<file path="src/rtl/fifo_read_ctrl_if.sv">
// Read-side stream bundle: FIFO pop port plus the downstream valid/ready stream.
interface fifo_read_ctrl_if #(
  parameter int data_Size = 8
);
  logic                 fifo_Empty;
  logic [data_Size-1:0] read_Data;
  logic                 r_Inc;
  logic [data_Size-1:0] out_Data;
  logic                 out_Valid;
  logic                 out_Ready;

  // Controller side: pops the FIFO and sources the output stream.
  modport master (
    input  fifo_Empty,
    input  read_Data,
    input  out_Ready,
    output r_Inc,
    output out_Data,
    output out_Valid
  );

  // Environment side: the FIFO read port and the downstream consumer.
  modport slave (
    output fifo_Empty,
    output read_Data,
    output out_Ready,
    input  r_Inc,
    input  out_Data,
    input  out_Valid
  );
endinterface

</file>
<file path="src/rtl/fifo_read_ctrl.sv">
// Read-domain consumer for the async FIFO: pops words into a 2-entry registered
// buffer and presents them on a valid/ready stream, counting delivered words.
module fifo_read_ctrl #(
  parameter int data_Size = 8,
  parameter int cnt_Size  = 16
) (
  input  logic                r_Clk,
  input  logic                r_Rst,
  fifo_read_ctrl_if.master    bus,
  input  logic                rd_En,
  output logic [cnt_Size-1:0] word_Count,
  output logic [1:0]          buf_Occ
);

  logic                 run_q;
  logic [1:0]           occ_q;
  logic [1:0]           occ_next;
  logic                 valid_q;
  logic [data_Size-1:0] head_q;
  logic [data_Size-1:0] tail_q;
  logic [cnt_Size-1:0]  count_q;
  logic                 push;
  logic                 pop;

  // Pops are decoded from registered occupancy only, so downstream ready never
  // reaches the FIFO pointer logic combinationally. run_q keeps r_Inc low while
  // reset is held and releases it on the first clock edge after reset drops.
  assign push = run_q & rd_En & ~bus.fifo_Empty & ~occ_q[1];
  assign pop  = valid_q & bus.out_Ready;

  assign bus.r_Inc     = push;
  assign bus.out_Data  = head_q;
  assign bus.out_Valid = valid_q;
  assign buf_Occ       = occ_q;
  assign word_Count    = count_q;

  // Next occupancy: push adds one, transfer removes one, both together cancel.
  always_comb begin
    occ_next = occ_q;
    if (push && !pop) begin
      occ_next = occ_q + 2'd1;
    end else if (pop && !push) begin
      occ_next = occ_q - 2'd1;
    end
  end

  // Reset-release flag so popping starts synchronously after reset deasserts.
  always_ff @(posedge r_Clk or posedge r_Rst) begin
    if (r_Rst) begin
      run_q <= 1'b0;
    end else begin
      run_q <= 1'b1;
    end
  end

  // Occupancy and registered valid; valid mirrors a non-empty buffer.
  always_ff @(posedge r_Clk or posedge r_Rst) begin
    if (r_Rst) begin
      occ_q   <= 2'd0;
      valid_q <= 1'b0;
    end else begin
      occ_q   <= occ_next;
      valid_q <= (occ_next != 2'd0);
    end
  end

  // Head holds the oldest word; it loads from the FIFO when the buffer is empty
  // (or passing through at occupancy 1) and from the tail when draining a pair.
  always_ff @(posedge r_Clk or posedge r_Rst) begin
    if (r_Rst) begin
      head_q <= '0;
    end else if (push && (occ_q == 2'd0 || (occ_q == 2'd1 && pop))) begin
      head_q <= bus.read_Data;
    end else if (pop && occ_q == 2'd2) begin
      head_q <= tail_q;
    end
  end

  // Tail only captures when a push lands behind a word that is being held.
  always_ff @(posedge r_Clk or posedge r_Rst) begin
    if (r_Rst) begin
      tail_q <= '0;
    end else if (push && !pop && occ_q == 2'd1) begin
      tail_q <= bus.read_Data;
    end
  end

  // Delivered-word counter, wrapping naturally at its width.
  always_ff @(posedge r_Clk or posedge r_Rst) begin
    if (r_Rst) begin
      count_q <= '0;
    end else if (pop) begin
      count_q <= count_q + 1'b1;
    end
  end

endmodule

</file>
<file path="src/flat_wrapper.sv">
// flat-port wrapper written by rule: the top's interface ports become plain ports
module fifo_read_ctrl_flat 
#(
  parameter int data_Size = 8,
  parameter int cnt_Size  = 16
)
  (r_Clk, r_Rst, rd_En, word_Count, buf_Occ, bus_fifo_Empty, bus_read_Data, bus_out_Ready, bus_r_Inc, bus_out_Data, bus_out_Valid);
  fifo_read_ctrl_if #(.data_Size(data_Size)) bus_i ();
  input  logic r_Clk;
  input  logic r_Rst;
  input  logic rd_En;
  output logic [cnt_Size-1:0] word_Count;
  output logic [1:0] buf_Occ;
  input wire logic [$bits(bus_i.fifo_Empty)-1:0] bus_fifo_Empty;
  input wire logic [$bits(bus_i.read_Data)-1:0] bus_read_Data;
  input wire logic [$bits(bus_i.out_Ready)-1:0] bus_out_Ready;
  output wire logic [$bits(bus_i.r_Inc)-1:0] bus_r_Inc;
  output wire logic [$bits(bus_i.out_Data)-1:0] bus_out_Data;
  output wire logic [$bits(bus_i.out_Valid)-1:0] bus_out_Valid;
  assign bus_i.fifo_Empty = bus_fifo_Empty;
  assign bus_i.read_Data = bus_read_Data;
  assign bus_i.out_Ready = bus_out_Ready;
  assign bus_r_Inc = bus_i.r_Inc;
  assign bus_out_Data = bus_i.out_Data;
  assign bus_out_Valid = bus_i.out_Valid;
  fifo_read_ctrl #(.data_Size(data_Size), .cnt_Size(cnt_Size)) u_core (.r_Clk(r_Clk), .r_Rst(r_Rst), .bus(bus_i), .rd_En(rd_En), .word_Count(word_Count), .buf_Occ(buf_Occ));
endmodule
</file>
<file path="config.mk">
export PLATFORM = sky130hd
export DESIGN_NAME = fifo_read_ctrl_flat
export DESIGN_NICKNAME = d
export VERILOG_FILES = /design/src/rtl/fifo_read_ctrl_if.sv /design/src/rtl/fifo_read_ctrl.sv /design/src/flat_wrapper.sv
export SDC_FILE = /design/constraint.sdc
export NUM_CORES = 1
export LEC_CHECK = 0
export CAP_MARGIN = 30
export CORE_AREA = 2 2 78 80
export CTS_CLUSTER_DIAMETER = 60
export CTS_CLUSTER_SIZE = 30
export DETAILED_ROUTE_END_ITERATION = 7
export DIE_AREA = 0 0 80 82
export GPL_ROUTABILITY_DRIVEN = 0
export PLACE_DENSITY = 0.51
export SLEW_MARGIN = 20
export SYNTH_ARGS = -nofsm -noshare
export SYNTH_HDL_FRONTEND = slang
export SYNTH_SLANG_ARGS = --single-unit
</file>
<file path="constraint.sdc">
create_clock -name r_Clk -period 4.44 [get_ports r_Clk]
set_clock_uncertainty 0.05 [all_clocks]
set_input_delay 0.888 -clock r_Clk [delete_from_list [all_inputs] [get_ports r_Clk]]
set_output_delay 0.888 -clock r_Clk [all_outputs]
set_load 0.005 [all_outputs]
</file>
==> results.ini, run 1 <==
[detailed_routing]
antenna_left=0
drcViolationCount=0
totalWireLength_microns=3380
wl_per_cell_microns=12.8
drtIter0Drc=30
vias=1180
vias_per_cell=4.47
first_pass_iters=3

[synthesis]
muxShareOfSynthArea_pct=10.2
yosysWarnings=0
synthSimpleGateAreaFrac_pct=17.4
synth-xor-area-share_pct=8.92
synthTopCellsByArea=dfrtp_1 54%, xnor2_1 5.8%, mux2_2 5.4%, mux2i_1 4.8%, nand2_1 4.3%
ys_types=27
synth_compound_area_share_pct=4.35
ys_seq_area_share_pct=54.0
syn_inst=141
yosysTopAreaCellShare_pct=54.0
synth_area_leader_cell=dfrtp_1
ys_seq_elements=36
avgSynthCellArea_sq_um=11.8
synth_top_family_by_area=simple AND/OR/NAND/NOR gates
synthesis.area_sq_um=1670
syn_nets=158
synthAdderAreaFrac_pct=3.00

[setup_path]
crit_slowest_cell=clkdlybuf4s50_1
worstSetupStartpointType=input pin
worst_path_most_repeated_cell=clkdlybuf4s50_1
cp_max_fo=6
cpPeakStageDelay_ps=520
cp_data_arrival_time_ps=2200
critPathKind=input pin to output port
worstSetupEndpointType=output port
crit_chain=clkdlybuf4s50_1 > nand4bb_4 > clkinv_1 > clkdlybuf4s50_1
cp.required_ps=3500

[clock_tree]
numCtsBuffers=5
insertion_delay_ps=280
clock-root-buffer=clkbuf_8
cts_resized=0
cts_sinks=36
post-cts-setup-buffers=0
cts_tree=yes
ctsHoldBuffers=0
cts.clk_slew.worst_paths_ps=70
cts-htree-levels=2
cts.path.max_buffers=2

[cells_and_area]
fillers=585
final_common_cell=clkdlybuf4s50_1
drive_gt1_share_pct=13.8
antennaDiodeCount=0
syn_to_final_growth_pct=35.2
stdcell_count=264
layout_common_cells=40 x clkdlybuf4s50_1, 36 x dfrtp_1, 19 x nand2_1
multiInputGateArea_sq_um=736
nets=205
seq_area_sq_um=901

[power]
p_leak_nw=1.02
pwr-share-seq_pct=45.9
p_int_mw=0.781
p_total_mw=1.14
combPwrFrac_pct=34.4
p_sw_share_pct=31.7
power_density_nw_per_um2=506
power.switching_mw=0.362
ir_drop_mv=0.215
power.share.clock_pct=19.7

[sta]
finalSetupTns_ps=0
period_needed_ps=3140
fmax_mhz=318
post-route-period-util_pct=70.8
setup_viol=0
drv_slew=0
hold_viol=0
rsz0062_at_grt=false

[floorplanning]
io_pins=41
initial_core_util_pct=29.1
die_x_microns=80
die-height_microns=82
num_rows=28
core-area_sq_um=5750
fp.dieArea_sq_um=6560

[hold_path]
hold_path_class=flop to flop

[global_route]
grt_busiest_layer=met2
grt_use_met3_pct=4.51
antenna_found_initial=0
grt_pass1_wl_microns=5720
grt_max_degree=37
grt_use_met2_pct=18.3
use_met1_pct=14.1
grt_pass1_vias=1211
grt_usage_pct=11.5
grt_overflow=0

[job]
maxCapViolations=0

[placement]
io_buffers=40
dp_hpwl_microns=2460
place_inst=255

[status]
status=finished, final reports clean

## through the flow
step / hold WS (ps) / setup slack [ps] / cell area [sq um] / utilization (%)
finish: 419 / 1300 / 2260 / 39.3
global route: 431 / 1250 / 2260 / 39.3
CTS: 428 / 1290 / 2250 / 39.1
detailed placement: 418 / 1290 / 2160 / 37.6
global placement: 413 / 1310 / 2160 / 37.6
floorplan: 415 / 2260 / 1670 / -
## final timing paths
kind / startpoint / endpoint / slack, ps / cells past startpoint
max: rd_En / bus_r_Inc / 1300 / 4
min: u_core.word_Count[15] / u_core.word_Count[15] / 420 / 1
max reg2reg: u_core.buf_Occ[1] / u_core.tail_q[2] / 2810 / 4
min reg2reg: u_core.word_Count[15] / u_core.word_Count[15] / 420 / 1
max in group asynchronous: r_Rst / u_core.bus.out_Data[6] / 3050 / 3
min in group asynchronous: r_Rst / u_core.word_Count[12] / 960 / 3
## power groups by stage
stage	Combinational [mW]	Clock [mW]	Sequential (mW)
after detailed placement	0.398	0	0.531
after CTS	0.400	0.238	0.527
after global placement	0.385	0	0.526
final	0.393	0.225	0.524
after floorplan	0.208	0	0.518
after global routing	0.433	0.256	0.544
## sequential cells by signal, summed over array words and instances, names as in the netlist
name	flops
u_core.run_q	1
u_core.word_Count	16
u_core.bus.out_Data	8
u_core.buf_Occ	2
u_core.tail_q	8
u_core.bus.out_Valid	1
## cells by family (layout without fill, tap and decap cells)
group	count (synthesis)	in the layout
AOI/OAI and AO/OA	13	13
xor gates and xnor gates	17	17
adders and majority gates	4	4
buffers and inverters	8	56
DFF	36	36
muxes	16	16
other	1	1
and+or+nand+nor	46	46
## synthesized netlist by cell type
master,number
nand2b_1,1
nor2_1,9
nand3_1,3
o21ai_0,10
xor2_1,6
buf_2,2
nor4_4,1
nand4_1,2
clkinv_1,1
nand2_2,1
o221ai_1,1
inv_1,5
nand2_1,19
nand4bb_4,1
dfrtp_1,36
and4_4,2
conb_1,1
mux2_2,8
o31ai_1,1
a31oi_1,1
ha_1,4
and2_1,1
mux2i_1,8
nand3_2,1
nand4_4,2
xnor2_1,11
nor3_1,3
## critical path, delay by kind of cell
family                 cells  cell delay [ps]
AND/OR/NAND/NOR            1              140
buffers and inverters      3             1170
## per-layer routing
metal / share of wire (%) / vias to the layer above
met3: 6.3 / 2
met4: 0.24 / 0
met5: 0 / -
met2: 49 / 36
li1: - / 572
met1: 45 / 570
## layout make-up
class,instances,share of cell area (%)
Clock inverter,3,0.832
Inverter,6,0.998
Tap cell,75,4.16
Timing Repair Buffer,42,18.4
Multi-Input combinational cell,97,32.6
Clock buffer,5,3.05
Sequential cell,36,39.9
(Power assumes the default switching activity.)
==> inputs of run 2 (changes only) <==
- PLACE_DENSITY: 0.51 -> 0.53
- clock period: 4.44 -> 2.6 ns (I/O delays scaled with it)
==> results.ini, run 2 (synthesis results as in run 1) <==
[sta]
worst_slack_ps=244
hold-worst-slack_ps=421
post-route-period-util_pct=90.6
hold_viol=0
rsz0062_at_grt=false
fmax_mhz=424
drv_slew=0
setup_viol=0
period_needed_ps=2360
finalSetupTns_ps=0

[floorplanning]
num_rows=28
die_x_microns=80
initial_core_util_pct=29.1
core-area_sq_um=5750
io_pins=41
fp.dieArea_sq_um=6560
die-height_microns=82

[detailed_routing]
antenna_left=0
vias_per_cell=4.54
first_pass_iters=4
drt-met1-wl_microns=1500
top_layer=met4
wl_met3_microns=177
drcViolationCount=0
vias=1202
wl_met2_microns=1820
drtIter0Drc=61
wl_per_cell_microns=13.4
totalWireLength_microns=3550

[placement]
place_inst=257
dp_slack_ps=245
dp_hpwl_microns=2550
io_buffers=40

[clock_tree]
ctsHoldBuffers=0
cts_resized=0
insertion_delay_ps=290
cts.clk_slew.worst_paths_ps=70
cts.path.max_buffers=2
cts_sinks=36
cts-htree-levels=2
clock-root-buffer=clkbuf_8
post-cts-setup-buffers=0
numCtsBuffers=5
cts_tree=yes

[power]
combPwrFrac_pct=31.9
p_sw_share_pct=29.8
ir_drop_mv=0.302
power.share.clock_pct=25.7
p_leak_nw=1.05
pwr-share-seq_pct=42.4
p_int_mw=1.49
power_density_nw_per_um2=920
p_total_mw=2.12
power.switching_mw=0.631

[setup_path]
worstSetupStartpointType=input pin
crit_chain=clkdlybuf4s50_1 > nand4bb_4 > clkinv_1 > clkdlybuf4s50_1
cpPeakStageDelay_ps=500
worst_path_most_repeated_cell=clkdlybuf4s50_1
critPathKind=input pin to output port
worstSetupEndpointType=output port
crit_slowest_cell=clkdlybuf4s50_1
cp_data_arrival_time_ps=1790
cp.required_ps=2030
cp_max_fo=5

[cells_and_area]
layout_common_cells=40 x clkdlybuf4s50_1, 36 x dfrtp_1, 19 x nand2_1
seq_area_sq_um=901
fillers=575
antennaDiodeCount=0
final_common_cell=clkdlybuf4s50_1
multiInputGateArea_sq_um=736
drive_gt1_share_pct=14.2
largest_reg_flops=16
nets=206
syn_to_final_growth_pct=37.9
stdcell_count=265

[global_route]
grt_max_degree=37
grt_usage_pct=12.0
grt_pass1_wl_microns=5900
antenna_found_initial=0
grt_pass1_vias=1238
grt_overflow=0

[status]
status=finished, final reports clean

[job]
maxCapViolations=0

[hold_path]
hold_path_class=flop to flop

==> run 2: cell count changes in the layout (fill, tap and decap cells not counted), sizes merged <==
cell,before,now
buf,2,3
clkbuf,5,7
clkinv,4,1
bufinv,0,1
==> run 2: power by group through the flow <==
stage	sequential [mW]	combinational (mW)	clock (mW)
final	0.897	0.676	0.544
after CTS	0.900	0.690	0.564
after global placement	0.895	0.663	0
after global routing	0.925	0.746	0.591
after floorplan	0.884	0.355	0
after detailed placement	0.908	0.686	0
==> run 2: layout make-up <==
class	count	area share, %
Sequential cell	36	39.1
Clock inverter	1	1.30
Tap cell	75	4.08
Timing Repair Buffer	43	18.4
Inverter	6	0.978
Clock buffer	7	4.18
Multi-Input combinational cell	97	32.0
==> run 2: worst paths after layout <==
kind                            cells after the start                   from  slack [ps]                     to
worst max-delay path                                4         bus_fifo_Empty         240              bus_r_Inc
worst min-delay path                                1  u_core.word_Count[15]         420  u_core.word_Count[15]
worst max register to register                      5      u_core.buf_Occ[1]         930       u_core.tail_q[2]
worst min register to register                      1  u_core.word_Count[15]         420  u_core.word_Count[15]
max in group asynchronous                           3                  r_Rst        1580       u_core.tail_q[6]
min in group asynchronous                           3                  r_Rst         590  u_core.word_Count[10]
==> run 2: per-layer routing <==
metal | GRT usage (%) | up-vias
met1 | 14.0 | 589
li1 | - | 570
met3 | 3.30 | 4
met2 | 20.4 | 39
met4 | 5.76 | 0
met5 | 0 | -
==> run 2: worst max-delay path: cells and delay by family <==
| kind | cells | cell delay (ps) |
|---|---|---|
| buffers and inverters | 3 | 1010 |
| and+or+nand+nor | 1 | 260 |
==> run 2: metrics by stage <==
| stage | util (%) | instance area [sq um] |
|---|---|---|
| 6_report | 40.1 | 2300 |
| 5_1_grt | 40.1 | 2300 |
| 4_1_cts | 40.1 | 2300 |
| 3_5_place_dp | 37.9 | 2180 |
| 3_3_place_gp | 37.9 | 2180 |
| 2_1_floorplan | - | 1670 |
==> inputs of run 3 (changes only) <==
- CAP_MARGIN: 30 -> not set
- MAX_ROUTING_LAYER: not set -> met4
==> results.ini, run 3 (synthesis results as in run 1) <==
[setup_path]
worst_path_most_repeated_cell=clkdlybuf4s50_1
r2r_setup_slack_ps=930
crit_cells=4
worstSetupEndpointType=output port
worstSetupStartpointType=input pin
critPathKind=input pin to output port
reg2regPathDepth=5
rr_startpoint=u_core.buf_Occ[1]
cpLargestDelayFamily=buffers and inverters
cp.required_ps=2030
critPathBufInv=3
crit_slowest_cell=clkdlybuf4s50_1
crit_chain=clkdlybuf4s50_1 > nand4bb_4 > clkinv_1 > clkdlybuf4s50_1
r2r_end=u_core.tail_q[2]
cp_data_arrival_time_ps=1790
cpPeakStageDelay_ps=500
cp_max_fo=5

[clock_tree]
clock-root-buffer=clkbuf_8
cts_resized=0
numCtsBuffers=5
cts_sinks=36
cts_tree=yes
cts-htree-levels=2
post-cts-setup-buffers=0
cts.path.max_buffers=2
ctsHoldBuffers=0
cts.clk_slew.worst_paths_ps=70
insertion_delay_ps=290

[sta]
worst_slack_ps=244
post-route-period-util_pct=90.6
fmax_mhz=425
period_needed_ps=2360
drv_slew=0
setup_viol=0
rsz0062_at_grt=false
hold_viol=0
finalSetupTns_ps=0

[power]
p_int_mw=1.49
combPwrFrac_pct=32.0
p_total_mw=2.12
p_sw_share_pct=29.8
ir_drop_mv=0.302
power.switching_mw=0.629
power.share.clock_pct=25.6
p_leak_nw=1.05
pwr-share-seq_pct=42.4
power_density_nw_per_um2=919

[cells_and_area]
fillers=575
nets=206
syn_to_final_growth_pct=37.9
stdcell_area_sq_um=2300
layout_common_cells=40 x clkdlybuf4s50_1, 36 x dfrtp_1, 19 x nand2_1
largest_reg_flops=16
final_common_cell=clkdlybuf4s50_1
drive_gt1_share_pct=14.2
antennaDiodeCount=0

[floorplanning]
fp.dieArea_sq_um=6560
core-area_sq_um=5750
initial_core_util_pct=29.1
die_x_microns=80
die-height_microns=82
num_rows=28
io_pins=41

[hold_path]
hold_path_class=flop to flop
worstHoldPathCells=1
hold_path_startpoint=u_core.word_Count[15]
hold_end=u_core.word_Count[15]

[global_route]
grt_max_degree=37
grt_usage_pct=12.3
grt_pass1_wl_microns=5910
grt_overflow=0
grt_pass1_vias=1233
antenna_found_initial=0

[detailed_routing]
totalWireLength_microns=3550
antenna_left=0
wl_per_cell_microns=13.4
first_pass_iters=4
vias=1200
vias_per_cell=4.53
drtIter0Drc=70
drcViolationCount=0

[status]
status=finished, final reports clean

[placement]
dp_slack_ps=245
placed_cell_area_sq_um=2180
io_buffers=40
dp_hpwl_microns=2550

[job]
maxCapViolations=0

## run 3: stage by stage
stage / utilization, % / std cells / hold slack (ps)
after floorplan: - / 141 / 415
after global placement: 37.9 / 257 / 408
after detailed placement: 37.9 / 257 / 421
after CTS: 40.1 / 265 / 432
after global routing: 40.1 / 265 / 452
final: 40.1 / 265 / 421
## run 3: worst reg2reg max path: cells and delay by family (launching register included)
kind          cells  cell delay [ps]
simple gates      2              470
flops             1              440
mux               1              350
buf+inv           2              230
## run 3: power by group through the flow
stage | logic [mW] | registers, mW | clock network [mW]
4_1_cts | 0.690 | 0.900 | 0.564
3_5_place_dp | 0.686 | 0.908 | 0
2_1_floorplan | 0.355 | 0.884 | 0
5_1_grt | 0.746 | 0.926 | 0.591
3_3_place_gp | 0.663 | 0.895 | 0
6_report | 0.676 | 0.897 | 0.543
## run 3: per-layer routing
metal  track usage [%]  vias to the layer above  wire length, microns
met5                 -                        -                     0
met4              5.76                        0                    51
met3              3.30                        4                   171
met2              20.3                       37                  1810
met1              14.1                      587                  1510
li1                  -                      572                     -
## run 3: area by class of cell
class / instances / area, sq um / area share (%)
Multi-Input combinational cell: 97 / 736 / 32.0
Clock inverter: 1 / 30.0 / 1.30
Sequential cell: 36 / 901 / 39.1
Inverter: 6 / 22.5 / 0.978
Timing Repair Buffer: 43 / 423 / 18.4
Clock buffer: 7 / 96.3 / 4.18
Tap cell: 75 / 93.8 / 4.08
## run 3: how the worst max path moves through the flow
stage	start	to	slack [ps]
final	bus_fifo_Empty	bus_r_Inc	240
after global routing	bus_fifo_Empty	bus_r_Inc	200
after CTS	bus_fifo_Empty	bus_r_Inc	240
after detailed placement	bus_fifo_Empty	bus_r_Inc	240
after global placement	rd_En	bus_r_Inc	290
after floorplan	bus_fifo_Empty	u_core.tail_q[0]	1050
